$ cat src/rtl/univ_shift_reg_pkg.sv
// univ_shift_reg_pkg: shared mode encodings for the universal shift register
package univ_shift_reg_pkg;
  localparam logic [1:0] MODE_HOLD = 2'b00;
  localparam logic [1:0] MODE_SHR  = 2'b01;
  localparam logic [1:0] MODE_SHL  = 2'b10;
  localparam logic [1:0] MODE_LOAD = 2'b11;
endpackage

$ cat src/rtl/shift_frame_counter.sv
// shift_frame_counter: counts shifts per frame, pulses frame_done on the WIDTH-th shift
module shift_frame_counter #(
  parameter int WIDTH = 8,
  parameter int CNT_W = $clog2(WIDTH)
) (
  input  logic             clk,
  input  logic             rst,
  input  logic             shift,
  input  logic             clear,
  output logic [CNT_W-1:0] bit_cnt,
  output logic             frame_done
);
  logic [CNT_W-1:0] cnt_q, cnt_d;
  logic             done_q, done_d;
  logic             wrap;
  always_comb begin
    wrap   = cnt_q == CNT_W'(WIDTH - 1);
    cnt_d  = clear ? '0 : shift ? (wrap ? '0 : cnt_q + 1'b1) : cnt_q;
    done_d = shift && !clear && wrap;
  end
  always_ff @(posedge clk) begin
    if (rst) begin
      cnt_q  <= '0;
      done_q <= 1'b0;
    end else begin
      cnt_q  <= cnt_d;
      done_q <= done_d;
    end
  end
  assign bit_cnt    = cnt_q;
  assign frame_done = done_q;
endmodule

$ cat src/rtl/univ_shift_reg.sv
// univ_shift_reg: universal shift register with hold, shift right/left, load and frame counter
module univ_shift_reg
  import univ_shift_reg_pkg::*;
#(
  parameter int               WIDTH     = 8,
  parameter logic [WIDTH-1:0] RESET_VAL = '0,
  localparam int              CNT_W     = $clog2(WIDTH)
) (
  input  logic             clk,
  input  logic             rst,
  input  logic             en,
  input  logic [1:0]       mode,
  input  logic             serial_in,
  input  logic [WIDTH-1:0] parallel_in,
  output logic             serial_out,
  output logic [WIDTH-1:0] parallel_out,
  output logic [CNT_W-1:0] bit_cnt,
  output logic             frame_done
);
  logic [WIDTH-1:0] q_q, q_d;
  logic             so_q, so_d;
  logic [1:0]       act;
  logic             shift, clear;
  always_comb begin
    act   = en ? mode : MODE_HOLD;
    q_d   = act == MODE_SHR  ? {serial_in, q_q[WIDTH-1:1]} :
            act == MODE_SHL  ? {q_q[WIDTH-2:0], serial_in} :
            act == MODE_LOAD ? parallel_in : q_q;
    so_d  = act == MODE_SHR ? q_q[0] : act == MODE_SHL ? q_q[WIDTH-1] : so_q;
    shift = act == MODE_SHR || act == MODE_SHL;
    clear = act == MODE_LOAD;
  end
  always_ff @(posedge clk) begin
    if (rst) begin
      q_q  <= RESET_VAL;
      so_q <= 1'b0;
    end else begin
      q_q  <= q_d;
      so_q <= so_d;
    end
  end
  shift_frame_counter #(.WIDTH(WIDTH), .CNT_W(CNT_W)) u_cnt (
    .clk       (clk),
    .rst       (rst),
    .shift     (shift),
    .clear     (clear),
    .bit_cnt   (bit_cnt),
    .frame_done(frame_done)
  );
  assign parallel_out = q_q;
  assign serial_out   = so_q;
endmodule

$ cat config.mk
export PLATFORM = sky130hd
export DESIGN_NAME = univ_shift_reg
export DESIGN_NICKNAME = d
export VERILOG_FILES = /design/src/rtl/univ_shift_reg_pkg.sv /design/src/rtl/shift_frame_counter.sv /design/src/rtl/univ_shift_reg.sv
export SDC_FILE = /design/constraint.sdc
export NUM_CORES = 1
export LEC_CHECK = 0
export CORE_MARGIN = 8
export CORE_UTILIZATION = 44
export DETAILED_ROUTE_END_ITERATION = 10
export GPL_TIMING_DRIVEN = 0
export PLACE_DENSITY_LB_ADDON = 0.1
export SYNTH_ARGS = -nofsm -noshare
export SYNTH_HDL_FRONTEND = slang
export SYNTH_HIERARCHICAL = 1
export SYNTH_SLANG_ARGS = --single-unit
$ cat constraint.sdc
create_clock -name clk -period 1.8 [get_ports clk]
set_input_delay 0.36 -clock clk [delete_from_list [all_inputs] [get_ports clk]]
set_output_delay 0.36 -clock clk [all_outputs]
set_load 0.01 [all_outputs]
==> run summary <==
Layout Nets: 124
Syn Std Cell Area: 798 µm²
Critical Path End Type: flop
Yosys top cell area share: 32.6%
Max H-tree Level: 1
Row count: 15
RD Place Congestion: 0.707
Slew headroom: 69.5%
Layout cells sized above 1: 17.5%
Top FF cell, synth: dfxtp_1
CTS tree: yes
Largest fanout on the critical path: 10
Critical Path AT: 1.91 ns
Slack of the critical path: 0.0855 ns
Sequential element share of the synthesized area: 32.6%
Root buffer cell: clkbuf_4
Post-placement cell area: 1090 µm²
Die Y: 58.6 µm
Initial antenna violation count: 0
WL final: 1.81 mm
Pwr dens: 614 nW/µm²
Detail Placement HPWL: 1.37 mm
All-Layer GR Usage: 11.3%
Mean Syn Cell Area: 10.9 µm²
Multi-input gate area: 492 µm²
CP Class: in -> reg
Initial Utilization: 46.7%
Largest net degree at the start of global routing: 14
FF-to-FF setup slack: 0.45 ns
Layout Skew: 0.000539 ns
Most common cell in the synthesized netlist: dfxtp_1
Gr ovfl total: 0
Initial drt markers: 8
Storage element area: 260 µm²
Ports: 27
Final period util: 95.2%
RSZ-0062 raised after global routing: false
Antenna diode count: 0
Num CTS Buffers: 3
Post-layout minimum cycle time: 1.71 ns
Highest clock rate: 583 MHz
Worst EP required: 1.99 ns
Max-Cap Viols: 0
Via count: 682
# DRC: 0
Top cells by area, synth: dfxtp_1 (33%), mux2i_1 (14%), o221ai_2 (11%)
Die ar.: 3430 µm²
Pins over their slew limit: 0
Syn Nets: 93
CTS Buffer Depth: 2
Clock sink total: 13
Cell area after layout: 1130 µm²
Die X: 58.6 µm
Postcts setup bufs: 0
Outcome: completed
Worst-Margin Slew: 0.456 ns
DR WL/cell: 14.1 µm
Pleak: 0.000427 µW
Synth Instances: 73
Worst-Skew Late Latency: 0.27 ns
VDD IR max: 0.308 mV
Hold Vio Cnt, Final: 0
Core area: 1710 µm²
First-pass detailed-route iteration total: 4
FF+latch count, synth: 13
Via density: 5.33
Asr flop ratio synth: 0%
Yosys warning count: 6
Cell taking the most area after synthesis: dfxtp_1
Synth cell count leaders: dfxtp_1 (13), mux2i_1 (11), nand2_1 (11), or4bb_1 (8)
HP Class: reg -> reg
Fillers: 159
Clock-pin slew on the worst setup and hold paths: 0.08 ns
Antenna Violating Nets Remaining: 0
Final setup fails: 0
Design Power: 692 µW
Synth cell types: 18
Post-synth EDFFs: 0
Critical path launch point type: input port
DP Worst Slack: -0.278 ns
Hold_buf cts: 0
Vias in the first global route: 686
Global-route wire length before repair: 3.08 mm
P&R area growth vs syn: 41.1%
Port buffer count: 26
-- routing by layer --
| layer | vias to the layer above | global-route usage [%] | wire [µm] |
|---|---|---|---|
| met1 | 317 | 14.3 | 917 |
| li1 | 340 | - | - |
| met4 | 0 | 5.12 | 9 |
| met5 | - | 0 | 0 |
| met2 | 23 | 16.4 | 751 |
| met3 | 2 | 4.35 | 133 |
-- cell usage in the layout (no fill, tap or decap), types with 2 or more instances in the layout --
cell	n
ha_1	5
nor3_1	3
o221ai_2	6
dfxtp_1	13
nand2_1	9
or4bb_1	8
o221ai_1	2
clkdlybuf4s50_1	25
clkbuf_4	3
inv_1	2
nand2_2	2
mux2i_1	11
buf_6	3
-- per-stage QoR --
stage	util, %	instances	hold slack [ns]	setup TNS [ns]
2_1_floorplan	-	73	0.425	0
3_3_place_gp	63.8	124	0.491	-1.83
3_5_place_dp	63.8	124	0.501	-2.10
4_1_cts	65.3	128	0.513	0
5_1_grt	65.9	128	0.561	0
6_report	65.9	128	0.505	0
-- cell type report --
type	count	share of cell area (%)
timing repair buffer	26	23.3
sequential	13	23.1
tap	25	2.78
multi-input combinational	53	43.7
clock buffer	4	2.33
buffer	5	4.11
inverter	2	0.667
-- final timing paths --
kind / from / endpoint / depth (start not counted)
setup / recovery: mode[0] / parallel_out[1] / 8
hold / removal: serial_out / serial_out / 2
setup reg to reg: u_cnt/bit_cnt[0] / u_cnt/bit_cnt[0] / 4
hold reg to reg: serial_out / serial_out / 2
-- report_power, final --
part	internal [µW]	switching, µW
clock	85.7	95.4
combinational	107	79.0
sequential	307	17.5
-- registers in the layout (all words and copies together), names as in the netlist --
signal,flops
parallel_out,8
u_cnt/bit_cnt,3
serial_out,1
u_cnt/frame_done,1
-- logic make-up after synthesis --
logic type | share of synthesized area (%)
compound gates | 16.0
fa+ha+maj | 9.40
buf+inv | 6.74
flops | 32.6
mux | 13.8
simple gates | 21.5
-- worst max-delay path, stage by stage --
cell and delay (ns):
clkdlybuf4s50_1 0.41, nand2_2 0.09, inv_1 0.06, ha_1 0.20, buf_6 0.14, or3_1 0.35
buf_6 0.15, o221ai_1 0.13
-- what timing repair did --
action	in CTS	in global routing
setup endpoints to repair	0	6
gates resized for setup	0	4
endpoints found under the hold margin	0	0
Note: power is estimated with default switching activity, not from simulation.
